**src/rtl/instr_fetch_unit.sv**
```systemverilog
// -----------------------------------------------------------------------------
// instr_fetch_unit
//
// Fetch stage of the MIPS core. Owns the program counter, issues one fetch
// request at a time to instruction memory, captures the returned word and
// holds it toward decode until decode consumes it. When decode consumes the
// held word it also supplies the redirect inputs (jump, branch_taken and the
// sign-extended immediate), and the fetch unit forms the next PC from them.
//
// Sequence per instruction: REQ -> WAIT -> HOLD -> REQ. There is no overlap,
// so one instruction takes at least three cycles.
//
// Handshakes (valid/ready):
//   A transfer happens on a rising clk edge where the producer's valid and
//   the consumer's ready are both high. The producer keeps valid and its
//   payload stable until the transfer. The imem response channel has no
//   ready; a response is taken only in WAIT and is ignored in any other state.
//
// Parameters:
//   RESET_PC          PC loaded on reset (word aligned; bits [1:0] forced 0)
//
// Ports:
//   clk               rising-edge clock
//   rst_n             asynchronous active-low reset
//   imem_req_valid    fetch request valid (high in REQ)
//   imem_req_ready    memory accepts the request
//   imem_addr         fetch address, always equal to the PC
//   imem_resp_valid   instruction word returned by memory
//   imem_resp_data    instruction word
//   instr_valid       instr / instr_pc / imm16 valid toward decode (HOLD)
//   instr_ready       decode consumes the held instruction this cycle
//   instr             held instruction word
//   instr_pc          PC of the held instruction
//   imm16             instr[15:0], sent to the sign extender
//   imm_ext           sign-extended imm16 returned by the sign extender
//   branch_taken      held branch resolved as taken
//   jump              held instruction is J/JAL
//   fetch_stall_cnt   (only with FETCH_PERF_CNT_EN) saturating count of
//                     cycles spent waiting on instruction memory
//
// Build option:
//   FETCH_PERF_CNT_EN  when defined, adds the fetch_stall_cnt port/counter.
// -----------------------------------------------------------------------------
module instr_fetch_unit #(
    parameter logic [31:0] RESET_PC = 32'h0000_0000
) (
    input  logic        clk,
    input  logic        rst_n,
    output logic        imem_req_valid,
    input  logic        imem_req_ready,
    output logic [31:0] imem_addr,
    input  logic        imem_resp_valid,
    input  logic [31:0] imem_resp_data,
    output logic        instr_valid,
    input  logic        instr_ready,
    output logic [31:0] instr,
    output logic [31:0] instr_pc,
    output logic [15:0] imm16,
    input  logic [31:0] imm_ext,
    input  logic        branch_taken,
    input  logic        jump
`ifdef FETCH_PERF_CNT_EN
    ,
    output logic [31:0] fetch_stall_cnt
`endif
);

    typedef enum logic [1:0] {
        REQ  = 2'd0,
        WAIT = 2'd1,
        HOLD = 2'd2
    } fetch_state_e;

    localparam logic [31:0] RESET_PC_ALIGNED = {RESET_PC[31:2], 2'b00};

    // State and datapath registers.
    fetch_state_e state_q, state_d;
    logic [31:0]  pc_q, pc_d;
    logic [31:0]  instr_q, instr_d;
    logic [31:0]  instr_pc_q, instr_pc_d;

    // Next-PC datapath.
    logic [31:0] seq_pc;
    logic [31:0] branch_off;
    logic [31:0] branch_pc;
    logic [31:0] jump_pc;
    logic [31:0] next_pc;

    // -------------------------------------------------------------------------
    // Next-PC selection. Only meaningful in HOLD; it is used when decode
    // consumes the held instruction. Jump has priority over a taken branch.
    // -------------------------------------------------------------------------
    always_comb begin
        seq_pc     = instr_pc_q + 32'd4;
        // A 32-bit left shift drops imm_ext[31:30], which is the intended
        // {imm_ext[29:0], 2'b00} word offset.
        branch_off = imm_ext << 2;
        branch_pc  = seq_pc + branch_off;
        jump_pc    = {seq_pc[31:28], instr_q[25:0], 2'b00};
        if (jump) begin
            next_pc = jump_pc;
        end else if (branch_taken) begin
            next_pc = branch_pc;
        end else begin
            next_pc = seq_pc;
        end
    end

    // -------------------------------------------------------------------------
    // FSM next-state and register updates.
    // -------------------------------------------------------------------------
    always_comb begin
        state_d    = state_q;
        pc_d       = pc_q;
        instr_d    = instr_q;
        instr_pc_d = instr_pc_q;
        unique case (state_q)
            REQ: begin
                // imem_req_valid is high throughout REQ once out of reset.
                if (imem_req_ready) begin
                    state_d = WAIT;
                end
            end
            WAIT: begin
                if (imem_resp_valid) begin
                    instr_d    = imem_resp_data;
                    instr_pc_d = pc_q;
                    state_d    = HOLD;
                end
            end
            HOLD: begin
                // Redirect inputs only matter in the consume cycle.
                if (instr_ready) begin
                    pc_d    = next_pc;
                    state_d = REQ;
                end
            end
            default: begin
                state_d = REQ;
            end
        endcase
    end

    always_ff @(posedge clk or negedge rst_n) begin
        if (!rst_n) begin
            state_q    <= REQ;
            pc_q       <= RESET_PC_ALIGNED;
            instr_q    <= 32'h0;
            instr_pc_q <= 32'h0;
        end else begin
            state_q    <= state_d;
            pc_q       <= pc_d;
            instr_q    <= instr_d;
            instr_pc_q <= instr_pc_d;
        end
    end

    // -------------------------------------------------------------------------
    // Outputs. The state register already reads REQ during reset, so the
    // request valid is qualified with rst_n to read low while reset is held.
    // -------------------------------------------------------------------------
    assign imem_req_valid = rst_n && (state_q == REQ);
    assign imem_addr      = pc_q;
    assign instr_valid    = rst_n && (state_q == HOLD);
    assign instr          = instr_q;
    assign instr_pc       = instr_pc_q;
    assign imm16          = instr_q[15:0];

`ifdef FETCH_PERF_CNT_EN
    // -------------------------------------------------------------------------
    // Stall counter: cycles the fetch unit waits on memory, either for the
    // request to be accepted or for the response to come back. Saturating.
    // -------------------------------------------------------------------------
    logic [31:0] stall_cnt_q, stall_cnt_d;
    logic        stall_cycle;

    always_comb begin
        stall_cycle = ((state_q == REQ)  && !imem_req_ready) ||
                      ((state_q == WAIT) && !imem_resp_valid);
        stall_cnt_d = stall_cnt_q;
        if (stall_cycle && (stall_cnt_q != 32'hFFFF_FFFF)) begin
            stall_cnt_d = stall_cnt_q + 32'd1;
        end
    end

    always_ff @(posedge clk or negedge rst_n) begin
        if (!rst_n) begin
            stall_cnt_q <= 32'h0;
        end else begin
            stall_cnt_q <= stall_cnt_d;
        end
    end

    assign fetch_stall_cnt = stall_cnt_q;
`endif

endmodule

```
**config.mk**
```make
export PLATFORM = sky130hd
export DESIGN_NAME = instr_fetch_unit
export DESIGN_NICKNAME = d
export VERILOG_FILES = /design/src/rtl/instr_fetch_unit.sv
export SDC_FILE = /design/constraint.sdc
export NUM_CORES = 1
export LEC_CHECK = 0
export ABC_AREA = 1
export CORE_ASPECT_RATIO = 0.75
export CORE_MARGIN = 3
export CORE_UTILIZATION = 50
export CTS_CLUSTER_DIAMETER = 30
export CTS_CLUSTER_SIZE = 25
export DETAILED_ROUTE_END_ITERATION = 6
export PLACE_DENSITY_LB_ADDON = 0.12
export SLEW_MARGIN = 5
export SYNTH_ARGS = -nofsm -noshare
export SYNTH_HDL_FRONTEND = slang
export SYNTH_SLANG_ARGS = --single-unit
```
**constraint.sdc**
```tcl
create_clock -name clk -period 3.63 [get_ports clk]
set_input_delay 0.363 -clock clk [delete_from_list [all_inputs] [get_ports clk]]
set_output_delay 0.363 -clock clk [all_outputs]
set_load 0.02 [all_outputs]
```
# Yosys cells after proc, flatten, opt, wreduce, memory -nomap -nowiden
# Index checks and enable logic that the tools add are counted.
word_totals:
  reg_bits: 98
  input_bits: 71
  output_inout_bits: 114
  wordCells: 23
classes:
  addsub: 2
  n_eq_ne: 5
  mux: 6
  reduce_logical: 6
op_table:
  columns: ["cell", "n"]
  rows:
  - ["2-to-1 mux 32 bit", 2]
  - ["adder 32 x 3 -> 32 bit, second input constant", 1]
  - ["adder 32 bit", 1]
  - ["2-to-1 mux 2 bit", 3]
  - ["!= test 2 bit, second input constant", 3]
  - ["case mux 2 bit (3 select lines)", 1]
  - ["AND reduction 2 bit", 2]
  - ["AND reduction 3 bit", 1]
  - ["equality test 2 x 1 -> 1 bit, second input constant", 1]
  - ["equality test 2 bit, second input constant", 1]
  - ["logical AND 1 bit", 2]
  - ["logical NOT 2 bit", 1]

# Depth between registers and ports, before layout
# Gate-level depths: netlist of run 1.
logic_depth:
  ltp_word: 4
  ltp_mapped: 24
  ltp_nobuf: 24

# Worst setup path after synthesis of run 1
# No wires, ideal clock.
synth_path:
  path_type: "register to register"
  from: "register instr_pc_q[2], in the netlist instr_pc[2]"
  to: "register pc_q[27], in the netlist imem_addr[27]"
  setup_ns: 0.116
  t_arrival_ns: 2.656
  required_ns: 3.514
  slack_ns: 0.858
  stages_incl_launch_ff: 22
  n_path_buf: 0
  period_less_slack_ns: 2.772
  path_cell_list: "dfrtp_1 ha_1 nand3_1 inv_1 nand2_1 nor3_1 nand2_1 xor2_1 inv_1 ha_1 nand2_1 inv_1 nand2_1 nand2_1 a21oi_1 nor2_1 nor2_1 nand2_1 nand2_1 nand3_1 nand2_1 nand2_1"
synth_between:
  elab_chain_len: 4
synth_lines:
  columns: ["element", "line", "text"]
  rows:
  - ["start, declared", "80", "logic [31:0] instr_pc_q, instr_pc_d;"]
  - ["start signal, assigned", "154", "instr_pc_q <= instr_pc_d;"]
  - ["adder 32 x 3 -> 32 bit (*)", "94", "seq_pc = instr_pc_q + 32'd4;"]
  - ["adder 32 bit", "98", "branch_pc = seq_pc + branch_off;"]
  - ["2-to-1 mux 32 bit (*)", "102", "end else if (branch_taken) begin"]
  - ["2-to-1 mux 32 bit (*)", "100", "if (jump) begin"]
  - ["end signal, assigned", "152", "pc_q <= pc_d;"]
  - ["end, declared", "78", "logic [31:0] pc_q, pc_d;"]
# Every way passes the cells marked *; elsewhere a longest branch is shown, timed or not.
# A chain may end at the register's enable or synchronous reset.

# Worst setup path after layout of run 1
# Ends and elaborated chain as after synthesis.

==> results of run 1 <==
## cell type report
class / instances / area [µm²] / share of cell area [%]
clock inverters: 6 / 136 / 1.42
multi-input cells: 763 / 3970 / 41.4
inverters: 174 / 653 / 6.81
clock buffers: 10 / 229 / 2.39
well taps: 195 / 244 / 2.54
repair buffers: 193 / 1900 / 19.9
flip-flops and latches: 98 / 2450 / 25.6
## synth_stat cells (all sizes together)
cell type  number  area, µm²
a21boi          2       15.0
a21oi          71        359
a22oi           1       7.51
and2            1       6.26
buf            27        174
clkbuf         13       48.8
clkinv          1       3.75
dfrtp          98       2450
fa              1       20.0
ha             37        463
inv           173        649
mux2           25        282
nand2         331       1260
nand3          59        300
nand3b          8       60.1
nand4          10       62.6
nor2          111        447
nor3           10       55.1
nor3b           1       7.51
nor4            1       6.26
o211ai          5       37.5
o21a            1       7.51
o21ai          47        235
o21bai          4       30.0
o221ai          2       17.5
o22ai           6       37.5
o31ai           2       15.0
or2             3       18.8
xnor2           5       43.8
xor2           19        166
## critical path, cell delays in order (launching register included)
cell and delay [ps]:
dfrtp_2 450, ha_1 220, nand3_1 210, inv_1 130
nand2_1 140, nor3_1 170, nand2_1 80, xor2_1 180
inv_1 100, ha_1 340, nand2_1 140, inv_1 50
nand2_1 70, nand2_1 70, a21oi_1 230, nor2_1 70
nor2_1 120, nand2_1 70, nand2_1 50, nand3_1 90
nand2_1 100, nand2_1 60
## through the flow
stage	worst slack, ps	std cells	hold WS, ps
global placement	494	1422	280
floorplan	858	1075	67.4
finish	358	1439	469
detailed placement	420	1422	280
CTS	385	1439	467
global route	3.51	1439	494
## routing by layer
metal  vias up  global-route usage, %
li1       3707                      -
met1      3483                   39.4
met2       337                   45.4
met3        31                   6.56
met4         0                   5.06
met5         -                      0
## sequential cells by signal (all words and copies together) (netlist names)
signal / count
instr: 32
state_q: 2
instr_pc: 32
imem_addr: 32
## power by group
group | switching [mW] | internal [mW]
Sequential | 0.579 | 1.62
Combinational | 3.03 | 2.16
Clock | 0.419 | 0.746
## timing repair
item	4_1_cts	5_1_grt
endpoints found under the hold margin	23	0
gates resized for setup	0	2
hold buffers	1	0
endpoints found under the setup margin	0	2
## cell families after synthesis
group,count (synthesis)
AND/OR/NAND/NOR,535
multiplexers,25
AO/OA/AOI/OAI,141
XOR/XNOR,24
adder cells (fa/ha/maj),38
flip-flops,98
buffers and inverters,214
## worst paths after layout
kind,cells after the start,end,start,slack (ps)
min in group clk,1,instr[28]$_DFFE_PN0P_,instr[28]$_DFFE_PN0P_,500
setup reg to reg,21,imem_addr[27]$_DFFE_PN0P_,instr_pc[2]$_DFFE_PN0P_,360
hold / removal,2,imem_addr[29]$_DFFE_PN0P_,rst_n,470
max in group asynchronous,3,instr_pc[3]$_DFFE_PN0P_,rst_n,1800
setup / recovery,21,imem_addr[27]$_DFFE_PN0P_,instr_pc[2]$_DFFE_PN0P_,360
hold reg to reg,1,instr[28]$_DFFE_PN0P_,instr[28]$_DFFE_PN0P_,500
==> impl.org, run 1 <==
** Cells and area
- Commonest cells after routing, fill and taps aside :: nand2_1 (325), clkdlybuf4s50_1 (181), inv_1 (172), nor2_1 (103), dfrtp_1 (96)
- At the end of the flow, the number of nets in the layout was 1,348.
- Layout cell share with drive strength beyond 1 :: 6.03%
- 0 antenna diodes ended up in the layout.
- Layout Utilization :: 68.6%
- The library cell used most frequently in the layout, excluding fill and tap cells, is nand2_1.
- Layout overhead on the synthesized area :: 31.7%
- Fill cells in the final layout number 1,248.
- Design area :: 9590 µm²

** Logic synthesis
- Synthesis produced 1,075 cells.
- Yosys printed 0 warnings.
- The synthesized netlist devotes 30.5% of its cell area to simple gates.
- Register bit count reported by yosys :: 98
- Combined area of all synthesized cells :: 7290 µm²
- Area share of fa/ha/maj cells after synthesis :: 6.63%
- Xor and xnor fraction of the mapped netlist area :: 2.89%
- Part of the Yosys area used for sequential elements :: 33.7%
- In the synthesized netlist, mux cells make up 3.86% of the area.
- In this run, distinct cell masters in the synthesized netlist total 40.
- Synth Net Count :: 1,184
- By area, the combinational part of the netlist is dominated by simple AND/OR/NAND/NOR gates.
- Compound-cell area share of the yosys netlist :: 10.5%
- Avg Synthesized Cell Area :: 6.78 µm²

** CTS
- Clock-pin slew on the worst setup and hold paths :: 70 ps
- The number of clock buffers added by TritonCTS is 9.
- The cell sitting at the root of the clock tree is a clkbuf_16.
- TritonCTS clock tree :: yes
- Number of H-tree branching levels :: 3
- Post CTS Setup Buffer Count :: 0
- The tree built by TritonCTS fans out to 98 sinks.
- Insertion delay to the later sink of the worst-skew pair :: 340 ps
- The clock passes through at most 2 buffers.

** Global route
- Via count of the first global-routing pass :: 7,007
- Antenna violations before repair :: 0
- The first global-routing pass estimated 36,600 µm of wire.
- Maximum number of pins on one net before global-route repair :: 76
- Global routing used 28.2% of the available tracks across all layers.
- Global routing finished with a remaining overflow of 0.

** Job
- The tool flagged a number of max-cap violations equal to 0.

** Routing
- Via count of the routed design :: 7,558
- Detail Route met3 WL :: 2100 µm
- Number of vias per cell :: 5.25
- Met2 routed WL :: 10,400 µm
- Number of DRC violations after detailed routing :: 0
- Total iterations of the first detailed-routing run :: 5
- The detail route stage leaves a number of antenna-violating nets equal to 0.
- Drt initial violations :: 772
- In the final routing, the length of wire on met1 measures 10,200 µm.
- Post-detailed-route wirelength per cell :: 16.0 µm
- Final routed wirelength across all metal layers :: 23,100 µm
- The detailed router used layers up to and including met4.

** Placed design
- After legalization and detailed placement, the total HPWL measured 18,200 µm.
- I/O Buffers :: 182
- Routability-driven placement finished with a final weighted congestion of 0.966.
- In this run the cell area measured after placement is 9210 µm².

** Pwr
- VDD sags by at most 611 µV.
- Power, Total :: 8.55 mW
- Summed over all cells, the static leakage comes to 4.81 nW.
- Areal power density over the cells :: 891 nW/µm²

** Floorplanning
- The floorplan step defined a die boundary enclosing 16,100 µm².
- The floorplan step defined a core boundary enclosing 14,000 µm².
- For this configuration, the core starts out at a cell density of 52.1%.
- 185 I/O pins were placed.
- The floorplan has 37 rows.
- Height of the chip :: 111 µm
- Floorplan die width :: 145 µm

** Setup path
- Along the worst path, the maximum fanout reaches 7.
- STA classifies the critical path endpoint as a flop.
- STA puts the critical path data required time at 3860 ps.
- Startpoint type of the worst setup path :: flop
- The critical path is of the reg2reg type.
- At the worst endpoint, the arrival time is 3500 ps.

** STA
- Setup total negative slack on the finished layout was measured at 0 ps.
- Worst max-slew margin expressed relative to the limit :: 32.0%
- Highest clock rate :: 306 MHz
- The worst path in the final design needs a cycle of 3270 ps, including I/O delays and setup.
- RSZ-0062 raised after global routing :: no
- Setup violations remaining at the end of the flow were counted as 0.
- Final setup skew :: 11.0 ps
- The final number of max-transition violations came to 0.
- The final hold violation count is 0.
- Pin slew with the least headroom to its limit :: 1020 ps
- After layout, the worst path uses 90.2% of the clock period.

** Outcome
- The run finished with clean final reports.

** Min path
- The path class of the tightest hold or removal check is in2async.
Power figures use the tool's default switching activity.
==> run 2, diff against run 1 <==
--- a/config.mk
+++ b/config.mk
@@ -8,7 +8,7 @@
 export ABC_AREA = 1
 export CORE_ASPECT_RATIO = 0.75
 export CORE_MARGIN = 3
-export CORE_UTILIZATION = 50
+export CORE_UTILIZATION = 45
 export CTS_CLUSTER_DIAMETER = 30
 export CTS_CLUSTER_SIZE = 25
 export DETAILED_ROUTE_END_ITERATION = 6
==> run 2 against run 1 <==
- maximum frequency shrank 0.50%
- clock-buffer cell count is the same
- die area grew 11%
- final area shrank 0.35%
- first-iteration DRC count shrank 22%
- total power shrank 2.3%
- global-route usage shrank 1.9 points
- sequential power is essentially flat
- cell count grew 0.76%
- critical path type unchanged
- highest routed layer unchanged
==> impl.org, run 2 (synthesis results as in run 1) <==
** Setup path
- The worst register-to-register path ends at imem_addr[26]$_DFFE_PN0P_.
- Cell seen most often among critical-path stages :: nand2_1
- On the critical path the largest part of the delay comes from simple AND/OR/NAND/NOR gates.
- The slack of the worst reg-to-reg path is 340 ps (-20 ps).
- Cell count of the worst reg-to-reg path :: 19 (-9.5%)
- WP buf/inv :: 1 (-2)
- The critical-path maximum fanout is 5 (-2).
- Crit path capture type :: flop
- The critical path data arrival time is 3530 ps (+30 ps).
- Among all stages on the critical path, the largest delay is contributed by dfrtp_1.
- The required time at the worst-slack endpoint came to 3880 ps (+20 ps).
- Longest individual stage delay on the worst path :: 500 ps (+50 ps)
- The worst setup path is of the reg2reg kind.
- The worst register-to-register path begins at instr_pc[11]$_DFFE_PN0P_.
- Traced cell by cell, the critical path runs through nand2_1 > nor2_1 > nand2_1 > nor3b_1 > nand3_1 > nand2_1 > inv_1 > ha_1 > nand2_1 > nor2_1 > nand2_1 > nor2_1 > nand2_1 > nand3_1 > nand2_1 > nand3_1 > nand3_1 > nand2_1 > nand2_1.
- STA classifies the critical path startpoint as a flop.

** Pwr
- Leakage dissipation :: 4.79 nW (-0.43%)
- Worst vdd rail ir drop :: 500 µV (-18%)
- Areal power density over the cells :: 874 nW/µm² (-2.0%)
- Power, Total :: 8.35 mW (-2.3%)

** CTS
- The number of buffers created by CTS is 9 (unchanged).
- Insertion delay to the later sink of the worst-skew pair :: 350 ps (about the same)
- Cell at the root of the clock tree :: clkbuf_16
- TritonCTS built the clock tree.
- Clock-pin slew on the worst setup and hold paths :: 70 ps (about the same)
- The clock sink total was 98 (unchanged).
- Number of H-tree branching levels :: 3 (unchanged)
- The largest buffer count on any clock path came to 2 (unchanged).

** STA
- Final setup violating endpoints :: 0 (unchanged)
- Final worst hold slack :: 446 ps (-23.5 ps)
- The highest attainable clock frequency came to 304 MHz (-0.50%).
- The final number of max-transition violations came to 0 (unchanged).
- The relative slew slack came to 31.8% (-0.17 points).
- Setup TNS :: 0 ps (unchanged)
- Total count of hold-check failures in the final report :: 0 (unchanged)
- Setup repair after global routing left no endpoint under its margin.
- Post-route minimum period :: 3290 ps (+16.5 ps)
- The largest clock skew in the final design came to 6.05 ps (-4.98 ps).
- Final cycle utilization of the critical path :: 90.6% (+0.45 points)
- The actual slew at the worst max-slew pin is 1020 ps (+3.69 ps).

** Cells and area
- Most frequent standard cell in the layout excluding fill and tap cells :: nand2_1
- The diode insertion count for antenna repair is 0 (unchanged).
- Layout Utilization :: 61.6% (-7.0 points)
- Commonest cells after routing, fill and taps aside :: nand2_1 (325), clkdlybuf4s50_1 (181), inv_1 (172), nor2_1 (103), dfrtp_1 (96)
- The final-stage net count came to 1,349 (+0.074%).
- Layout overhead on the synthesized area :: 31.2%
- Layout cell share with drive strength beyond 1 :: 6.43% (+0.40 points)
- The post-route standard cell area excluding fillers was 9560 µm² (-0.35%).

** Placed design
- The weighted congestion at the end of routability-driven global placement was 0.963 (-0.33%).
- Total half-perimeter wirelength after legalization and detailed placement :: 18,900 µm (+4.0%)
- I/O Buffers :: 182 (unchanged)
- The placed standard-cell area was 9230 µm² (+0.22%).

** Routing
- The DRC marker count from the first detailed-route iteration was 604 (-22%).
- The number of antenna-violating nets in the routed design was 0 (unchanged).
- The per-cell via count in the routed design is 5.09 (-3.1%).
- Number of DRC violations after detailed routing :: 0 (unchanged)
- The post-detailed-routing wire length was 23,700 µm (+2.9%).
- Total iterations of the first detailed-routing run :: 5 (unchanged)
- Via count of the routed design :: 7,377 (-2.4%)
- The post-detailed-route wirelength per cell was 16.4 µm (+2.1%).

** Floorplanning
- The overall die area came to 17,800 µm² (+11%).
- Placeable core region :: 15,500 µm² (+11%)
- Number of core rows :: 39 (+5.4%)
- The number of top-level pins came to 185 (unchanged).
- Height of the chip :: 116 µm (+5.1%)
- Initial core utilization :: 47.0% (-5.2 points)
- Floorplan die width :: 153 µm (+5.2%)

** Global route
- Aggregate global-route resource usage :: 26.3% (-1.9 points)
- The largest net degree at the start of global routing is 78 (+2.6%).
- The total overflow reported by the global router came to 0 (unchanged).
- Wire length of the first global-routing pass :: 36,700 µm (+0.38%)
- The via count of the first global-routing pass is 6,873 (-1.9%).
- Antenna violations before repair :: 0 (unchanged)

** Job
- The max-capacitance violation count came to 0 (unchanged).

** Outcome
- Run status :: completed

** Min path
- The min-delay analysis places its worst path in the category in2async.
run 2: cell count changes in the layout (fill, tap and decap cells not counted), sizes merged:
cell and delta:
bufinv -4, clkinv +3, inv +2, buf +1, clkinvlp -1
run 2: timing repair:
item,in CTS,in global routing
hold buffers,1,0
endpoints found under the setup margin,0,9
gates resized for setup,0,5
hold endpoints to repair,21,0
setup buffers,0,0
run 2: final cells by class:
type,instances,area (µm²)
Inverter,174,653
Fill cell,1519,5960
Tap cell,205,256
Clock inverter,6,57.6
Sequential cell,98,2450
Multi-Input combinational cell,763,3990
Clock buffer,10,239
Timing Repair Buffer,194,1910
run 2: worst register-to-register path, stage by stage (launching register included):
cell and delay (ps):
dfrtp_1 500, nand2_1 180, nor2_1 210, nand2_1 90, nor3b_1 290, nand3_1 150, nand2_1 100, inv_1 70
ha_1 420, nand2_1 150, nor2_1 200, nand2_1 120, nor2_1 120, nand2_1 90, nand3_1 110, nand2_1 50
nand3_1 100, nand3_1 110, nand2_1 90, nand2_1 50
run 2: through the flow:
step / setup slack (ps) / std cells
6_report: 341 / 1450
5_1_grt: 77.5 / 1450
4_1_cts: 344 / 1450
3_5_place_dp: 369 / 1433
3_3_place_gp: 412 / 1433
2_1_floorplan: 858 / 1075
run 2: worst max-delay path by stage:
| stage | start | cells past startpoint | slack [ps] | endpoint |
|---|---|---|---|---|
| final | instr_pc[11]$_DFFE_PN0P_ | 19 | 340 | imem_addr[26]$_DFFE_PN0P_ |
| after global routing | instr_pc[2]$_DFFE_PN0P_ | 20 | 80 | imem_addr[25]$_DFFE_PN0P_ |
| after CTS | instr_pc[2]$_DFFE_PN0P_ | 20 | 340 | imem_addr[25]$_DFFE_PN0P_ |
| after detailed placement | instr_pc[2]$_DFFE_PN0P_ | 20 | 370 | imem_addr[25]$_DFFE_PN0P_ |
| after global placement | instr_pc[2]$_DFFE_PN0P_ | 20 | 410 | imem_addr[25]$_DFFE_PN0P_ |
| after floorplan | instr_pc[2]$_DFFE_PN0P_ | 21 | 860 | imem_addr[27]$_DFFE_PN0P_ |
run 2: routing by layer:
| layer | part of all wire (%) | up-vias | global-route usage [%] |
|---|---|---|---|
| li1 | - | 3700 | - |
| met1 | 46 | 3371 | 38.3 |
| met2 | 44 | 281 | 40.8 |
| met3 | 8.5 | 25 | 5.52 |
| met4 | 1.5 | 0 | 5.52 |
| met5 | 0 | - | 0 |
run 2: power by group:
group	switching, mW	internal [mW]
registers	0.571	1.62
logic	3.04	2.16
clock network	0.463	0.500
total	4.07	4.28
==> run 3, diff against run 2 <==
--- a/config.mk
+++ b/config.mk
@@ -7,7 +7,6 @@
 export LEC_CHECK = 0
 export ABC_AREA = 1
 export CORE_ASPECT_RATIO = 0.75
-export CORE_MARGIN = 3
 export CORE_UTILIZATION = 45
 export CTS_CLUSTER_DIAMETER = 30
 export CTS_CLUSTER_SIZE = 25
==> run 3 against run 2 <==
- the run now ends with hold timing left
- sequential power about the same
- worst hold slack got worse by 450 ps
- final area shrank 0.22%
- clock power up 2.3%
- setup slack got worse by 56 ps
- combinational power about the same
- core utilization is 0.14 points lower
- cell count is essentially flat
- non-clock buffer count fell by 1
- largest cell class unchanged
- highest routed layer unchanged
==> impl.org, run 3 (synthesis results as in run 1) <==
** Outcome
- The run finished, with violations left.
- Violated checks :: hold timing

** Setup path
- STA classifies the critical path endpoint as a flop.
- The critical-path maximum fanout was 5 (unchanged).
- The worst setup path is launched from a flop.
- Cell seen most often among critical-path stages :: nand2_1
- The required time at the worst-slack endpoint came to 3870 ps (about the same).
- CP arrival :: 3580 ps (+50 ps)
- The signal on the critical path passes through nand2_1 > nor2_1 > nand2_1 > nor2_1 > xor2_1 > inv_1 > ha_1 > nand2_1 > nor2_1 > inv_1 > nor2_1 > nand2_1 > nand2_1 > nand2_1 > nand2_1 > inv_1 > nand2_1 > nand3_1 > nand2_1 > nand2_1.
- By startpoint and endpoint, the worst setup path is classified as reg2reg.
- Slowest cell on crit path :: dfrtp_1
- The largest stage delay on the critical path is 480 ps (-20 ps).

** Routing
- The per-cell via count in the routed design was 5.12 (+0.65%).
- Total iterations of the first detailed-routing run :: 5 (unchanged)
- Number of nets with antenna violations after detailed routing :: 0 (unchanged)
- Final routed wirelength across all metal layers :: 23,500 µm (-0.86%)
- The total vias in the final route came to 7,420 (+0.58%).
- The post-detailed-route wirelength per cell was 16.2 µm (-0.79%).
- Drt initial violations :: 568 (-6.0%)
- The total DRC errors in the routed layout was 0 (unchanged).

** Cells and area
- Leaving out fill and tap cells, the most frequent cells in the layout are nand2_1 (325), clkdlybuf4s50_1 (181), inv_1 (172), nor2_1 (103), dfrtp_1 (97).
- N_diodes :: 0 (unchanged)
- The layout cell share with drive strength beyond 1 was 6.11% (-0.32 points).
- Final nets :: 1,348 (-0.074%)
- The number of cells in the finished layout apart from fillers is 1,449 (-0.069%).
- The library cell used most frequently in the layout, excluding fill and tap cells, is nand2_1.
- Layout overhead on the synthesized area :: 30.9%

** CTS
- The number of gates resized after cts came to 0 (unchanged).
- Post CTS Setup Buffer Count :: 0 (unchanged)
- The clock latency on the worst-skew pair was 350 ps (about the same).
- Number of H-tree branching levels :: 3 (unchanged)
- Cell at the root of the clock tree :: clkbuf_16
- TritonCTS buffer count :: 9 (unchanged)
- The largest buffer count on any clock path came to 2 (unchanged).
- TritonCTS built the clock tree.
- Hold bufs inserted after CTS :: 0 (-1)
- Clock Sinks :: 98 (unchanged)
- The clock-pin slew on the worst setup and hold paths came to 70 ps (about the same).

** Placed design
- The weighted congestion at the end of routability-driven global placement came to 0.949 (-1.4%).
- DP Cell Count :: 1,433 (unchanged)
- The number of buffers inserted by port buffering came to 182 (unchanged).
- The placed wire-length estimate after detailed placement came to 18,600 µm (-1.5%).

** STA
- Final worst hold slack :: -6.40 ps (-452 ps)
- The summed negative setup slack over all endpoints came to 0 ps (unchanged).
- The actual slew at the worst max-slew pin came to 1090 ps (+68.7 ps).
- Post-route minimum period :: 3340 ps (+55.6 ps)
- The relative slew slack came to 27.1% (-4.7 points).
- RSZ-0062 raised after global routing :: no
- The highest attainable clock frequency is 299 MHz (-1.7%).
- The ratio of final minimum period to clock period came to 92.1% (+1.5 points).
- Final setup skew :: 7.68 ps (+1.63 ps)
- Total count of hold-check failures in the final report :: 18 (+18)
- Final setup violating endpoints :: 0 (unchanged)
- Number of pins with negative max-slew slack in the final report :: 0 (unchanged)

** Floorplanning
- Placeable core region :: 15,500 µm² (unchanged)
- The y dimension of the die is 112 µm (-3.4%).
- The starting density of the core is 47.0% (unchanged).
- Number of core rows :: 39 (unchanged)
- The overall die area was 16,700 µm² (-6.0%).
- The number of top-level pins is 185 (unchanged).
- Floorplan die width :: 149 µm (-2.6%)

** Job
- Max-cap viol count :: 0 (unchanged)

** Global route
- Wire length of the first global-routing pass :: 36,600 µm (-0.47%)
- Maximum number of pins on one net before global-route repair :: 65 (-17%)
- Via count of the first global-routing pass :: 6,794 (-1.1%)
- Grt ovf :: 0 (unchanged)
- The initial antenna violation count was 0 (unchanged).
- The global routing usage summed across all routing layers is 28.6% (+2.3 points).

** Pwr
- The power density of the placed cells came to 878 nW/µm² (+0.53%).
- Leakage dissipation :: 4.78 nW (about the same)
- The total power consumption of the routed design was 8.38 mW (+0.31%).
- The worst-case vdd ir drop is 506 µV (+1.2%).

** Min path
- Class of the tightest hold or removal check :: in2async
-- run 3: cell types whose count changed in the layout (fill, tap and decap cells not counted), moves of 2 or more --
cell      previous run  this run
clkinv_2             0         2
nor3_1               7         9
clkinv_4             3         1
nor3_2               3         1
-- run 3: critical path, delay by kind of cell (launching register included) --
kind | cells | cell delay (ps)
buffers and inverters | 3 | 250
AND/OR/NAND/NOR | 15 | 1900
adder cells (fa/ha/maj) | 1 | 330
flip-flops | 1 | 480
XOR/XNOR | 1 | 270
-- run 3: metal layers --
metal,vias to the layer above,GRT usage [%],wire length [µm]
met2,291,44.8,10400
li1,3687,-,-
met1,3419,40.9,11000
met5,-,0,0
met3,23,6.06,1870
met4,0,4.97,289
-- run 3: layout make-up --
type / instances / area, µm²
Sequential cell: 98 / 2450
Tap cell: 205 / 256
Inverter: 174 / 653
Multi-Input combinational cell: 763 / 3970
Clock buffer: 9 / 225
Timing Repair Buffer: 193 / 1900
Fill cell: 1495 / 5980
Clock inverter: 7 / 76.3
-- run 3: worst paths after layout --
| kind | from | to | slack (ps) | cells past startpoint |
|---|---|---|---|---|
| setup / recovery | instr_pc[9]$_DFFE_PN0P_ | imem_addr[31]$_DFFE_PN0P_ | 290 | 20 |
| hold / removal | rst_n | instr_pc[22]$_DFFE_PN0P_ | -6 | 1 |
| setup reg to reg | instr_pc[9]$_DFFE_PN0P_ | imem_addr[31]$_DFFE_PN0P_ | 290 | 20 |
| hold reg to reg | state_q[1]$_DFFE_PN0P_ | state_q[0]$_DFFE_PN0P_ | 500 | 1 |
| max in group asynchronous | rst_n | instr_pc[2]$_DFFE_PN0P_ | 2420 | 2 |
| min in group clk | state_q[1]$_DFFE_PN0P_ | state_q[0]$_DFFE_PN0P_ | 500 | 1 |
-- run 3: power breakdown --
group          total [mW]  switching (mW)  internal, mW
Combinational        5.21            3.06          2.16
Sequential           2.18           0.561          1.62
Clock               0.985           0.444         0.541
-- run 3: per-stage QoR --
| step | instance area, µm² | setup slack (ps) | hold slack [ps] | utilization (%) |
|---|---|---|---|---|
| final | 9540 | 285 | -6.40 | 61.5 |
| after global routing | 9540 | 9.39 | 32.8 | 61.5 |
| after CTS | 9540 | 345 | 4.28 | 61.4 |
| after detailed placement | 9230 | 377 | 374 | 59.5 |
| after global placement | 9230 | 442 | 367 | 59.5 |
| after floorplan | 7290 | 858 | 67.4 | - |
